### src/rtl/icache_line_fill.sv
// Instruction-cache line filler: reads four consecutive words from backing memory,
// assembles them into one line and pulses inputReady1 when the line is complete.
//
// state | meaning
// IDLE  | waiting for read_m1; the line base is latched here
// ISSUE | one-cycle mem_read for word idx
// WAIT  | waiting for mem_rvalid carrying word idx
// DONE  | line complete, inputReady1 high for this cycle
module icache_line_fill #(
    parameter int WORD_SIZE  = 16,
    parameter int LINE_WORDS = 4,
    parameter int CNT_WIDTH  = 16
) (
    input  logic                            clk,
    input  logic                            reset_n,
    input  logic                            read_m1,
    input  logic [WORD_SIZE-1:0]            address1,
    output logic [LINE_WORDS*WORD_SIZE-1:0] data1,
    output logic                            inputReady1,
    output logic                            mem_read,
    output logic [WORD_SIZE-1:0]            mem_addr,
    input  logic [WORD_SIZE-1:0]            mem_rdata,
    input  logic                            mem_rvalid,
    output logic                            busy,
    output logic [CNT_WIDTH-1:0]            fill_count
);

    typedef enum logic [1:0] {IDLE, ISSUE, WAIT, DONE} state_t;

    localparam logic [WORD_SIZE-1:0] ALIGN_MASK = {{(WORD_SIZE-2){1'b1}}, 2'b00};

    state_t                               state_q, state_d;
    logic [WORD_SIZE-1:0]                 base_q, base_d;
    logic [1:0]                           idx_q, idx_d;
    logic [LINE_WORDS-1:0][WORD_SIZE-1:0] line_q, line_d;
    logic [CNT_WIDTH-1:0]                 cnt_q, cnt_d;
    logic                                 ready_q, ready_d;
    logic                                 mem_read_q, mem_read_d;
    logic [WORD_SIZE-1:0]                 mem_addr_q, mem_addr_d;
    logic                                 busy_q, busy_d;

    always_comb begin
        state_d = state_q;
        base_d  = base_q;
        idx_d   = idx_q;
        line_d  = line_q;
        cnt_d   = cnt_q;

        case (state_q)
            IDLE: begin
                if (read_m1) begin
                    base_d  = address1 & ALIGN_MASK;
                    idx_d   = 2'd0;
                    state_d = ISSUE;
                end
            end
            ISSUE: state_d = WAIT;
            WAIT: begin
                if (mem_rvalid) begin
                    line_d[idx_q] = mem_rdata;
                    if (idx_q == 2'd3) begin
                        state_d = DONE;
                        // Counter moves on DONE entry so it is current in the ready cycle.
                        if (~&cnt_q) begin
                            cnt_d = cnt_q + 1'b1;
                        end
                    end else begin
                        idx_d   = idx_q + 2'd1;
                        state_d = ISSUE;
                    end
                end
            end
            DONE:    state_d = IDLE;
            default: state_d = IDLE;
        endcase

        // Outputs are registered from the next state; the offset is OR-ed into an
        // aligned base so the address can never carry out of the line.
        mem_read_d = (state_d == ISSUE);
        mem_addr_d = (state_d == ISSUE) ? (base_d | {{(WORD_SIZE-2){1'b0}}, idx_d}) : mem_addr_q;
        ready_d    = (state_d == DONE);
        busy_d     = (state_d != IDLE);
    end

    always_ff @(posedge clk or negedge reset_n) begin
        if (!reset_n) begin
            state_q    <= IDLE;
            base_q     <= '0;
            idx_q      <= '0;
            line_q     <= '0;
            cnt_q      <= '0;
            ready_q    <= 1'b0;
            mem_read_q <= 1'b0;
            mem_addr_q <= '0;
            busy_q     <= 1'b0;
        end else begin
            state_q    <= state_d;
            base_q     <= base_d;
            idx_q      <= idx_d;
            line_q     <= line_d;
            cnt_q      <= cnt_d;
            ready_q    <= ready_d;
            mem_read_q <= mem_read_d;
            mem_addr_q <= mem_addr_d;
            busy_q     <= busy_d;
        end
    end

    assign data1       = line_q;
    assign inputReady1 = ready_q;
    assign mem_read    = mem_read_q;
    assign mem_addr    = mem_addr_q;
    assign busy        = busy_q;
    assign fill_count  = cnt_q;

endmodule

### config.mk
export PLATFORM = sky130hd
export DESIGN_NAME = icache_line_fill
export DESIGN_NICKNAME = d
export VERILOG_FILES = /design/src/rtl/icache_line_fill.sv
export SDC_FILE = /design/constraint.sdc
export NUM_CORES = 1
export LEC_CHECK = 0
export ABC_AREA = 1
export BUFFER_PORTS_ARGS = -buffer_cell sky130_fd_sc_hd__buf_4
export CORE_UTILIZATION = 56
export CTS_CLUSTER_SIZE = 20
export DETAILED_ROUTE_END_ITERATION = 7
export PLACE_DENSITY = 0.85
export SLEW_MARGIN = 15
export SYNTH_ARGS = -nofsm -noshare
export SYNTH_HDL_FRONTEND = slang
export SYNTH_SLANG_ARGS = --single-unit
### constraint.sdc
create_clock -name clk -period 2.3 [get_ports clk]
set_input_delay 0.115 -clock clk [delete_from_list [all_inputs] [get_ports clk]]
set_output_delay 0.115 -clock clk [all_outputs]
set_load 0.01 [all_outputs]
-- After elaboration in Yosys (flattened, before gate mapping)
Cells that the tools add are included.
- flip-flop bits (word level): 119
- input port bits: 36
- output and inout bits: 99
- $add $sub $neg: 2
- magnitude comparators: 2
- eq/ne operators: 6
- mux-type cells: 13
- bitwise operators: 2
- reduce and logical (&&, ||, !) cells: 6
- operator list (kind ; number):
    bitwise mux 64 bit ; 1
    2-to-1 mux 16 bit ; 3
    demux 16 bit (select 2 bit) ; 1
    adder 16 x 1 -> 16 bit (second input constant) ; 1
    bitwise OR 16 x 2 -> 16 bit ; 1
    AND reduction 16 bit ; 1
    2-to-1 mux 2 bit ; 6
    == test 2 bit (second input constant) ; 4
    case mux 2 bit (4 select lines) ; 1
    == test 2 x 1 -> 1 bit (second input constant) ; 2
    case mux 2 bit (2 select lines) ; 1
    AND reduction 4 bit ; 1
    < comparator 2 x 3 -> 1 bit (second input constant) ; 1
    adder 2 x 1 -> 2 bit (second input constant) ; 1
    greater-or-equal comparator 2 x 1 -> 1 bit (second input constant) ; 1
    logical NOT 2 bit ; 1
    AND reduction 2 bit ; 1
    nonzero test 2 bit ; 1
    logical AND 1 bit ; 1
    inverter 1 bit ; 1

-- Depth between registers and ports, before layout
- depth after elaboration: 5
- depth in mapped cells: 10
- mapped depth without buffers: 9

-- Worst setup path after synthesis
Ideal clock, no wire load.
- kind: flip-flop to flip-flop
- start: register cnt_q[1], in the netlist fill_count[1]
- end: register cnt_q[5], in the netlist fill_count[5]
- arrival: 1.428 ns
- data required time: 2.184 ns
- path slack: 0.755 ns
- stages on the path, launching flop included: 10
- path buffers: 1
- period minus slack after synthesis: 1.545 ns
- cells stage by stage: dfrtp_1 ha_1 nand3_2 inv_1 nand3_1 nor2_1 nor2_4 buf_6 nand2_1 nand2_1
- longest elaborated chain between the ends: 3
- elaborated cells between the ends (all ways): 4
- classes of those cells: add/sub (1); bitwise (1); reduce/logical (2)
- ends and longest elaborated chain (item ; line ; text):
    start, declared ; 36 ; logic [CNT_WIDTH-1:0] cnt_q, cnt_d;
    start signal, assigned ; 101 ; cnt_q <= cnt_d;
    branches (longest 3 deep; another with adder 16 x 1 -> 16 bit) ; n/a ;
Parallel ways; which one is timed is not known.
A chain may end at the register's enable or synchronous reset.

-- Final worst setup path
- start: register cnt_q[1], in the netlist fill_count[1]
- end: register cnt_q[1], in the netlist fill_count[1]
Same word-level chain as after synthesis.

==> results.json <==
{
  "finClkSkew_ns": 0.01308,
  "crit_chain": "ha_1, nand3_2, inv_1, nand3_1, o21ai_2, nand2_1, nand2_1",
  "num_antenna_cells": 0,
  "drv_cap": 0,
  "cts_tree": "built",
  "num_rows": 33,
  "crit_buf_inv": 1,
  "tightest_slew_ns": 0.6435,
  "routedWlPerCell_um": 15.26,
  "initial_core_util_pct": 58.30,
  "avgSynthCellArea_sq_um": 9.044,
  "drtIter0Drc": 314,
  "switching_share_pct": 34.38,
  "pwr_density_cell_nw_per_um2": 1140,
  "core_sq_um": 8299,
  "hold_viol": 0,
  "rsz0062_at_grt": "no",
  "reg2reg_to": "fill_count[1]",
  "yosysWarnings": 0,
  "ant_nets": 0,
  "arrival_ns": 2.40,
  "slowest_stage": "o21ai_2",
  "clk_pin_slew_ns": 0.06,
  "nets": 743,
  "place_congestion": 0.8414,
  "die_x_um": 94.95,
  "wl_mm": 12.57,
  "cts_setup_buffers": 0,
  "p_comb_share_pct": 29.3,
  "critPathLaunchType": "register",
  "cp_max_fo": 15,
  "clk_root_buffer_cell": "clkbuf_8",
  "critical_path.max_stage_delay_ns": 0.55,
  "p_int_mw": 5.070,
  "synthesis.area_sq_um": 4838,
  "status": "completed",
  "numCtsBuffers": 17,
  "r2r_slack_ns": 0.33,
  "syn_inst": 535,
  "clockBufferDepth": 2,
  "hp-class": "primary input to async pin",
  "fin_crit_ns": 1.966,
  "ys_seq_elements": 119,
  "yosysUniqueCellTypes": 27,
  "grt_pass1_wl_mm": 20.56,
  "die_area_sq_um": 9016,
  "clkSinkCount": 119,
  "path_common_cell": "nand2_1",
  "final.setup.tns_ns": 0,
  "setup_viol": 0,
  "finalCritPeriodShare_pct": 85.47,
  "rr_worst_depth": 7,
  "grt_antenna_before_repair": 0,
  "drtPass1Iterations": 5,
  "drive_gt1_share_pct": 25.87,
  "required_ns": 2.74,
  "ys_seq_area_share_pct": 61.55,
  "final_max_slew_viol_count": 0,
  "dp_hpwl_mm": 7.753,
  "num_vias": 4295,
  "cpLargestDelayFamily": "compound AO/OA/AOI/OAI gates",
  "total_power_mw": 7.727,
  "num_io_pins": 135,
  "drc": 0,
  "overflow": 0,
  "leakage_nw": 3.593,
  "track_usage_pct": 30.48,
  "crit_path_end_kind": "register",
  "r2r-start": "fill_count[1]",
  "fmax_ghz": 0.5087,
  "areaGrowthSynthToFinish_pct": 40.06,
  "clock_latency_ns": 0.51,
  "clockPowerShare_pct": 30.7,
  "switching_power_mw": 2.657,
  "port_buffers": 132,
  "viasPerCell": 5.212,
  "worstSetupPathType": "register to register",
  "seq_power_share_pct": 40.0,
  "relSlewSlack_pct": 57.10,
  "grt_pass1_vias": 4301,
  "grt_max_degree": 63,
  "die_h_um": 94.95,
  "ir_worst_vdd_mv": 0.8400,
  "cts_max_level": 4,
  "syn_nets": 572
}
==> Yosys cell counts <==
| library cell | instances | area (sq um) |
|---|---|---|
| nand2_1 | 203 | 762.0 |
| dfrtp_1 | 119 | 2978 |
| nor2_1 | 51 | 191.4 |
| o21ai_0 | 36 | 180.2 |
| a21oi_1 | 32 | 160.2 |
| inv_1 | 32 | 120.1 |
| nand3_1 | 10 | 50.05 |
| buf_2 | 8 | 40.04 |
| nand4_1 | 7 | 43.79 |
| clkbuf_1 | 6 | 22.52 |
| xnor2_1 | 4 | 35.03 |
| buf_6 | 3 | 33.78 |
| inv_2 | 3 | 11.26 |
| xor2_1 | 3 | 26.28 |
| nand2_2 | 2 | 12.51 |
| nand3_2 | 2 | 20.02 |
| nor2_4 | 2 | 22.52 |
| nor2_8 | 2 | 40.04 |
| o21ai_2 | 2 | 17.52 |
| buf_4 | 1 | 7.510 |
| clkinv_1 | 1 | 3.750 |
| ha_1 | 1 | 12.51 |
| inv_4 | 1 | 6.260 |
| nand2_4 | 1 | 11.26 |
| nor3_4 | 1 | 16.27 |
| o211ai_1 | 1 | 7.510 |
| or2_2 | 1 | 6.260 |
==> power by group through the flow <==
stage	clock (mW)	sequential (mW)	combinational, mW
after floorplan	0	3.26	0.933
after global placement	0	3.06	2.10
after detailed placement	0	3.09	2.20
after CTS	2.39	3.07	2.27
after global routing	2.49	3.14	2.52
final	2.37	3.09	2.26
==> through the flow <==
step,area [sq um],utilization (%),hold WS [ns],worst slack (ns),std cells
after detailed placement,5909,71.20,0.06524,0.4201,759
final,6777,81.65,0.07074,0.3342,824
after CTS,6777,81.65,0.06538,0.3556,824
after global routing,6777,81.65,0.1012,0.1332,824
after floorplan,4838,-,-0.1806,0.7554,535
after global placement,5909,71.20,0.05273,0.4910,759
==> worst reg2reg max path: cells and delay by family, from the launching register on <==
family,cells,cell delay [ns]
buf+inv,1,0.09
simple gates,4,0.53
flops,1,0.42
fa+ha+maj,1,0.30
compound gates,1,0.55
==> state kept, by name, summed over array words and instances (netlist names) <==
signal,cells
busy,1
fill_count,16
idx_q,2
inputReady1,1
base_q,16
mem_read,1
data1,64
state_q,2
mem_addr,16
==> metal layers <==
layer / vias to the layer above / routed length (um) / track usage, %
met5: - / 0 / 0
met4: 0 / 185 / 11.74
met1: 2072 / 4948 / 36.57
li1: 2027 / - / -
met2: 179 / 6641 / 53.12
met3: 17 / 797 / 7.085
==> worst max-delay path by stage <==
stage,from,end,slack (ns),cells after the start
2_1_floorplan,fill_count[1],fill_count[5],0.76,9
3_3_place_gp,state_q[0],mem_addr[0],0.49,8
3_5_place_dp,state_q[0],mem_addr[11],0.42,8
4_1_cts,fill_count[0],fill_count[9],0.36,7
5_1_grt,fill_count[1],fill_count[9],0.13,7
6_report,fill_count[1],fill_count[1],0.33,7
==> placed cells by master (no fill, tap or decap) <==
| master | synthesis | layout |
|---|---|---|
| nand2_1 | 203 | 203 |
| buf_4 | 1 | 136 |
| dfrtp_1 | 119 | 119 |
| nor2_1 | 51 | 50 |
| o21ai_0 | 36 | 36 |
| dlygate4sd3_1 | 0 | 33 |
| inv_1 | 32 | 32 |
| a21oi_1 | 32 | 32 |
| clkbuf_16 | 0 | 16 |
| nand3_1 | 10 | 10 |
| nand4_1 | 7 | 7 |
| inv_6 | 0 | 6 |
| clkinv_4 | 0 | 5 |
| xnor2_1 | 4 | 4 |
| inv_2 | 3 | 3 |
| xor2_1 | 3 | 3 |
| clkinvlp_4 | 0 | 3 |
| nor2_4 | 2 | 2 |
| nand3_2 | 2 | 2 |
| nand2_2 | 2 | 2 |
| o21ai_2 | 2 | 2 |
| nor2_8 | 2 | 2 |
| nand2_4 | 1 | 1 |
| clkinv_1 | 1 | 1 |
| o211ai_1 | 1 | 1 |
| or2_2 | 1 | 1 |
| nor3_4 | 1 | 1 |
| inv_4 | 1 | 1 |
| nor2_2 | 0 | 1 |
| ha_1 | 1 | 1 |
| clkbuf_8 | 0 | 1 |
| clkbuf_1 | 6 | 1 |
| buf_12 | 0 | 1 |
==> layout make-up <==
class                   count  area (sq um)
flip-flops and latches    119          2978
multi-input cells         361          1618
fillers                   487          1523
repair buffers            170          1371
clock buffers              18         417.9
inverters                  37         141.4
well taps                 105         131.4
clock inverters            14         118.9
==> cells by family after synthesis <==
family / share of synthesized area (%)
AND/OR/NAND/NOR: 24.31
AO/OA/AOI/OAI: 7.551
buffers and inverters: 5.069
adder cells (fa/ha/maj): 0.2586
XOR/XNOR: 1.267
flip-flops: 61.55
==> what timing repair did <==
| item | 4_1_cts | 5_1_grt |
|---|---|---|
| resized for setup | 0 | 0 |
| hold buffers | 33 | 0 |
| hold endpoints to repair | 215 | 0 |
Note: power is estimated with default switching activity, not from simulation.
